`src/rtl/pingpong_feature_buffer.sv`:
```
// Ping-pong feature-map buffer: the writer fills one bank while the reader drains the other.
// Each bank carries a word count and a layer tag. The synchronous RAM read lands in a
// 2-entry skid FIFO, so the read side can stall without losing words already fetched.
module pingpong_feature_buffer #(
    parameter int unsigned DATA_W  = 40,
    parameter int unsigned DEPTH   = 49,
    parameter int unsigned ADDR_W  = 6,
    parameter int unsigned LAYER_W = 3
) (
    input  logic               i_clk,
    input  logic               i_rst_n,
    input  logic               i_wr_valid,
    output logic               o_wr_ready,
    input  logic [DATA_W-1:0]  i_wr_data,
    input  logic               i_wr_last,
    input  logic [LAYER_W-1:0] i_wr_layer,
    output logic               o_rd_valid,
    input  logic               i_rd_ready,
    output logic [DATA_W-1:0]  o_rd_data,
    output logic               o_rd_last,
    output logic [LAYER_W-1:0] o_rd_layer,
    output logic [1:0]         o_bank_full,
    output logic               o_full,
    output logic               o_empty
);

    localparam int unsigned CNT_W = ADDR_W + 1;

    typedef enum logic [1:0] {StIdle, StLoad, StStream} rd_state_e;

    // Storage: two banks, not reset
    logic [DATA_W-1:0]  r_mem [2][DEPTH];

    // Write side state
    logic               r_wr_bank;
    logic [ADDR_W-1:0]  r_wr_addr;
    logic [CNT_W-1:0]   r_cnt [2];
    logic [LAYER_W-1:0] r_layer [2];
    logic [1:0]         r_bank_full;

    // Read side state
    rd_state_e          r_state;
    logic               r_rd_bank;
    logic [CNT_W-1:0]   r_rd_addr;
    logic [CNT_W-1:0]   r_rd_cnt;
    logic [LAYER_W-1:0] r_rd_layer;

    // Skid FIFO
    logic [DATA_W-1:0]  r_sk_data [2];
    logic [1:0]         r_sk_last;
    logic               r_sk_rptr;
    logic               r_sk_wptr;
    logic [1:0]         r_sk_cnt;

    // Combinational signals
    logic               w_wr_ready;
    logic               w_wr_fire;
    logic               w_commit;
    logic               w_rd_valid;
    logic               w_pop;
    logic               w_release;
    logic               w_sk_room;
    logic               w_issue;
    logic               w_issue_last;
    logic               w_latch;
    logic [1:0]         w_bank_full_next;
    rd_state_e          w_state_next;

    // Handshake and commit/release decode
    always_comb begin
        w_wr_ready   = ~r_bank_full[r_wr_bank];
        w_wr_fire    = i_wr_valid && w_wr_ready;
        w_commit     = w_wr_fire && (i_wr_last || (r_wr_addr == ADDR_W'(DEPTH - 1)));
        w_rd_valid   = (r_sk_cnt != 2'd0);
        w_pop        = w_rd_valid && i_rd_ready;
        w_release    = w_pop && r_sk_last[r_sk_rptr];
        // A slot frees this cycle if the head is popped, so a full skid can still accept
        w_sk_room    = (r_sk_cnt != 2'd2) || w_pop;
        w_issue_last = (r_rd_addr == (r_rd_cnt - CNT_W'(1)));
    end

    // Write pointer, per-bank count and layer tag; commit flips to the other bank
    always_ff @(posedge i_clk or negedge i_rst_n) begin
        if (!i_rst_n) begin
            r_wr_bank  <= 1'b0;
            r_wr_addr  <= '0;
            r_cnt[0]   <= '0;
            r_cnt[1]   <= '0;
            r_layer[0] <= '0;
            r_layer[1] <= '0;
        end else if (w_wr_fire) begin
            if (r_wr_addr == '0) begin
                r_layer[r_wr_bank] <= i_wr_layer;
            end
            if (w_commit) begin
                r_cnt[r_wr_bank] <= {1'b0, r_wr_addr} + CNT_W'(1);
                r_wr_bank        <= ~r_wr_bank;
                r_wr_addr        <= '0;
            end else begin
                r_wr_addr <= r_wr_addr + ADDR_W'(1);
            end
        end
    end

    // RAM write port
    always_ff @(posedge i_clk) begin
        if (w_wr_fire) begin
            r_mem[r_wr_bank][r_wr_addr] <= i_wr_data;
        end
    end

    // Bank-full flags: commit and release never target the same bank in one cycle
    always_comb begin
        w_bank_full_next = r_bank_full;
        if (w_commit) begin
            w_bank_full_next[r_wr_bank] = 1'b1;
        end
        if (w_release) begin
            w_bank_full_next[r_rd_bank] = 1'b0;
        end
    end

    // Read FSM next-state: wait for a committed bank, prime address 0, then stream
    always_comb begin
        w_state_next = r_state;
        w_latch      = 1'b0;
        w_issue      = 1'b0;
        case (r_state)
            StIdle: begin
                if (r_bank_full[r_rd_bank]) begin
                    w_latch      = 1'b1;
                    w_state_next = StLoad;
                end
            end
            StLoad: begin
                w_issue      = 1'b1;
                w_state_next = StStream;
            end
            StStream: begin
                w_issue = (r_rd_addr < r_rd_cnt) && w_sk_room;
                if (w_release) begin
                    w_state_next = StIdle;
                end
            end
            default: begin
                w_state_next = StIdle;
            end
        endcase
    end

    // Read FSM state, read pointer and per-frame latched count/tag
    always_ff @(posedge i_clk or negedge i_rst_n) begin
        if (!i_rst_n) begin
            r_state     <= StIdle;
            r_rd_bank   <= 1'b0;
            r_rd_addr   <= '0;
            r_rd_cnt    <= '0;
            r_rd_layer  <= '0;
            r_bank_full <= 2'b00;
        end else begin
            r_state     <= w_state_next;
            r_bank_full <= w_bank_full_next;
            if (w_latch) begin
                r_rd_cnt   <= r_cnt[r_rd_bank];
                r_rd_layer <= r_layer[r_rd_bank];
                r_rd_addr  <= '0;
            end else if (w_issue) begin
                r_rd_addr <= r_rd_addr + CNT_W'(1);
            end
            if (w_release) begin
                r_rd_bank <= ~r_rd_bank;
            end
        end
    end

    // Skid FIFO: the synchronous RAM read lands directly in the tail slot
    always_ff @(posedge i_clk or negedge i_rst_n) begin
        if (!i_rst_n) begin
            r_sk_data[0] <= '0;
            r_sk_data[1] <= '0;
            r_sk_last    <= 2'b00;
            r_sk_rptr    <= 1'b0;
            r_sk_wptr    <= 1'b0;
            r_sk_cnt     <= 2'd0;
        end else begin
            if (w_issue) begin
                r_sk_data[r_sk_wptr] <= r_mem[r_rd_bank][r_rd_addr[ADDR_W-1:0]];
                r_sk_last[r_sk_wptr] <= w_issue_last;
                r_sk_wptr            <= ~r_sk_wptr;
            end
            if (w_pop) begin
                r_sk_rptr <= ~r_sk_rptr;
            end
            r_sk_cnt <= r_sk_cnt + {1'b0, w_issue} - {1'b0, w_pop};
        end
    end

    // Output mapping
    always_comb begin
        o_wr_ready  = w_wr_ready;
        o_rd_valid  = w_rd_valid;
        o_rd_data   = r_sk_data[r_sk_rptr];
        o_rd_last   = w_rd_valid && r_sk_last[r_sk_rptr];
        o_rd_layer  = r_rd_layer;
        o_bank_full = r_bank_full;
        o_full      = &r_bank_full;
        o_empty     = (r_bank_full == 2'b00) && (r_sk_cnt == 2'd0);
    end

endmodule

```
`config.mk`:
```
export PLATFORM = sky130hd
export DESIGN_NAME = pingpong_feature_buffer
export DESIGN_NICKNAME = d
export VERILOG_FILES = /design/src/rtl/pingpong_feature_buffer.sv
export SDC_FILE = /design/constraint.sdc
export NUM_CORES = 2
export LEC_CHECK = 0
export CORE_ASPECT_RATIO = 1.4
export CORE_UTILIZATION = 60
export DETAILED_ROUTE_END_ITERATION = 6
export PLACE_DENSITY = 0.76
export SYNTH_ARGS = -nofsm -noshare
export SYNTH_HDL_FRONTEND = slang
export SYNTH_SLANG_ARGS = --single-unit
```
`constraint.sdc`:
```
create_clock -name i_clk -period 7.2 [get_ports i_clk]
set_input_delay 1.44 -clock i_clk [delete_from_list [all_inputs] [get_ports i_clk]]
set_output_delay 1.44 -clock i_clk [all_outputs]
set_load 0.005 [all_outputs]
```
==> metrics.md <==
| Metric | Value |
|---|---|
| Leading area contributor after synthesis | `edfxtp_1` |
| Max Clock Skew | `0.0446 ns` |
| Avg Cell Area, Syn | `21.9 µm²` |
| Worst path max stage delay | `0.99 ns` |
| Port bufs | `97` |
| Ys flop type | `edfxtp_1` |
| First-pass GRT wire length | `597000 µm` |
| Critical Path RT | `7.96 ns` |
| Drt drc | `2` |
| Tmin final | `4.85 ns` |
| CP startpoint | `r_rd_bank` |
| Master of the slowest instance on the critical path | `dfrtp_4` |
| Nets | `7518` |
| Die footprint | `263000 µm²` |
| Initial antenna violation count | `32` |
| Ys async rst share | `3.33%` |
| Most common cell after layout, fill and taps aside | `edfxtp_1` |
| Vias per inst | `7.07` |
| Clock sink count | `4055` |
| FF+latch area | `121000 µm²` |
| CP Capture Type | `flop` |
| Hold Crit Class | `flop to flop` |
| Relative slew slack | `-0.981%` |
| Run status | `finished, violations left` |
| Row cnt | `221` |
| Clock Latency Late Sink | `0.89 ns` |
| Reg2Reg Depth | `8` |
| Number of enable flip-flop cells after synthesis | `3920` |
| Reg2Reg Launch Point | `r_rd_bank` |
| Reg2reg setup slack | `2.35 ns` |
| RSZ-0062 raised after global routing | `false` |
| Routed wl met2 | `207000 µm` |
| Clk buf depth | `4` |
| Crit path DAT | `5.60 ns` |
| Pwr Density | `337 nW/µm²` |
| CP Launch Type | `flop` |
| Multi-input gate area | `33600 µm²` |
| Top layer reached by signal wires | `met5` |
| Fin. max-slew vios | `1` |
| WS Path Type | `flop to flop` |
| Violated checks | `DRC, slew limit` |
| RD Place Congestion | `0.963` |
| CP Capture Point | `r_sk_data[66]` |
| Area Growth Syn to Fin | `10.9%` |
| Worst R2R End | `r_sk_data[66]` |
| Via count | `79200` |
| Most used cell, CP | `o21ai_0` |
| Final setup TNS | `0 ns` |
| Overflow after GRT | `0` |
| Worst vdd ir | `0.470 mV` |
| H-tree Lvls | `5` |
| Dpl hpwl | `253000 µm` |
| # IOs | `98` |
| Slew @ Worst Pin | `1.51 ns` |
| CTS buffer count | `348` |
| Clk slew on worst S/H paths | `0.07 ns` |
| WL/cell | `38.7 µm` |
| F_max | `206 MHz` |
| # hold bufs at CTS | `0` |
| Total track usage | `33.0%` |
| Top-area cell type share of the netlist area | `75.2%` |
| Cells after Synth | `7149` |
| Unique masters post-synth | `69` |
| Tot Pwr | `58.5 mW` |
| Core ar. | `259000 µm²` |
| Die width | `434 µm` |
| Post-route ant nets | `0` |
| Vias in the first global route | `78600` |
| Final period util | `67.3%` |
| Metal-1 WL | `142000 µm` |
| Number of DRC markers in iteration 0 | `11700` |
| Drt total wl | `433000 µm` |
| Starting Density | `60.4%` |
| Met3 WL | `50500 µm` |
| Final hold violation count | `0` |
| Post-synthesis sequential area ratio | `77.4%` |
| Worst-path maximum fanout | `43` |
| Layout fillers | `15600` |
| Largest net degree at the start of global routing | `116` |
| Worst path cell trace | `buf_12, mux4_2, mux2i_1, o21ai_0, o22ai_1, o21ai_0, o22a_1, mux2_2` |
| Synth Cell Area | `156000 µm²` |
| Synth warn | `0` |
| Postcts setup bufs | `0` |
| Syn Nets | `7214` |
| Die Ht | `606 µm` |
| Leakage | `53.8 nW` |
| Final setup violating endpoints | `0` |
| Max cap viols | `0` |
| CTS tree | `built` |
| Layout cells sized above 1 | `24.7%` |
| PostCTS Resize Cnt | `0` |
| Most frequent cells in the layout | `edfxtp_1 (3920), mux4_2 (874), mux2i_1 (493)` |
| Drt first pass iters | `7` |
| CTS root buffer | `clkbuf_16` |
| Main area contributors after synthesis | `edfxtp_1 (75%), mux4_2 (13%), mux2i_1 (3.2%), dfrtp_1 (2.2%), mux2_2 (0.89%)` |
| FF+latch count, synth | `4055` |
## worst max-delay path: cells and delay by family, from the launching register on
kind	cells	cell delay (ns)
compound gates	4	1.98
buf+inv	1	0.40
flops	1	0.99
mux	3	1.18
## how the worst min path moves through the flow
| stage | start | to | slack [ns] | cells past startpoint |
|---|---|---|---|---|
| floorplan | r_sk_data[45] | r_sk_data[45] | 0.44 | 2 |
| global placement | r_sk_data[45] | r_sk_data[45] | 0.45 | 2 |
| detailed placement | r_sk_data[46] | r_sk_data[46] | 0.46 | 2 |
| CTS | r_sk_data[46] | r_sk_data[46] | 0.48 | 2 |
| global route | r_sk_data[41] | r_sk_data[41] | 0.51 | 2 |
| finish | r_sk_data[46] | r_sk_data[46] | 0.49 | 2 |
## synth_stat cells, types with 4 or more instances
cell type,n
a221oi_1,27
inv_1,21
ha_1,17
nand2_1,166
a31oi_1,7
o31ai_1,13
buf_12,6
a22o_1,18
o22a_1,9
a211oi_1,27
and3_1,5
a22oi_1,21
buf_6,52
nor3_1,18
o22ai_1,83
mux2i_1,493
nor2b_1,12
mux4_2,874
nor3b_1,4
nor4_1,4
nor2_1,220
o221ai_1,103
clkbuf_1,157
buf_2,89
or3_1,4
xnor2_1,16
buf_1,34
and2_1,5
a211o_1,9
nand3_1,36
o21ai_0,187
dfrtp_1,135
edfxtp_1,3920
buf_4,61
o211ai_1,5
a21oi_1,95
mux2_2,123
o311a_1,5
a32oi_1,4
o21ai_1,4
buf_8,7
o21a_1,7
## layer usage
| metal | vias up | track usage, % |
|---|---|---|
| met5 | - | 0 |
| met4 | 24 | 21.5 |
| met3 | 1134 | 7.09 |
| met2 | 6133 | 52.0 |
| met1 | 41300 | 41.8 |
| li1 | 30600 | - |
## power by group
part | switching [mW] | internal [mW] | leakage, nW
Sequential | 0.344 | 26.2 | 36.9
Combinational | 7.83 | 5.50 | 11.5
Clock | 8.28 | 10.3 | 5.38
## flip-flops by register name (all words and copies together), names as in the netlist, 2 cells and up
signal and flops:
o_bank_full 2, o_rd_layer 3, r_cnt 14, r_layer 6
r_mem 3920, r_rd_addr 7, r_rd_cnt 7, r_sk_cnt 2
r_sk_data 80, r_sk_last 2, r_state 2, r_wr_addr 6
## stage by stage
stage               hold WS (ns)  setup WS (ns)  std cells  utilization, %  cell area [µm²]
floorplan                  0.442          0.932       7149               -           156000
global placement           0.454           1.81      10600            62.7           162000
detailed placement         0.464           1.74      10600            62.7           162000
CTS                        0.479           2.57      11200            66.9           173000
global route               0.508           2.37      11200            66.9           173000
finish                     0.488           2.35      11200            67.0           173000
## cell families (layout without fill, tap and decap cells)
kind of cell	count (synthesis)	after routing	synth area share, %
xor+xnor	19	19	0.106
mux	1494	1494	16.7
compound gates	651	651	2.78
flops	4055	4055	77.4
other cells	0	16	0
buf+inv	429	1013	1.61
fa+ha+maj	17	17	0.136
simple gates	484	484	1.29
## layout make-up
class	count	share of cell area (%)
timing repair buffer	360	1.84
clock inverter	199	1.05
sequential	4055	69.8
inverter	23	0.0541
multi-input combinational	2665	19.4
clock buffer	431	5.33
antenna	16	0.0231
tap	3456	2.49
Note: power is estimated with default switching activity, not from simulation.
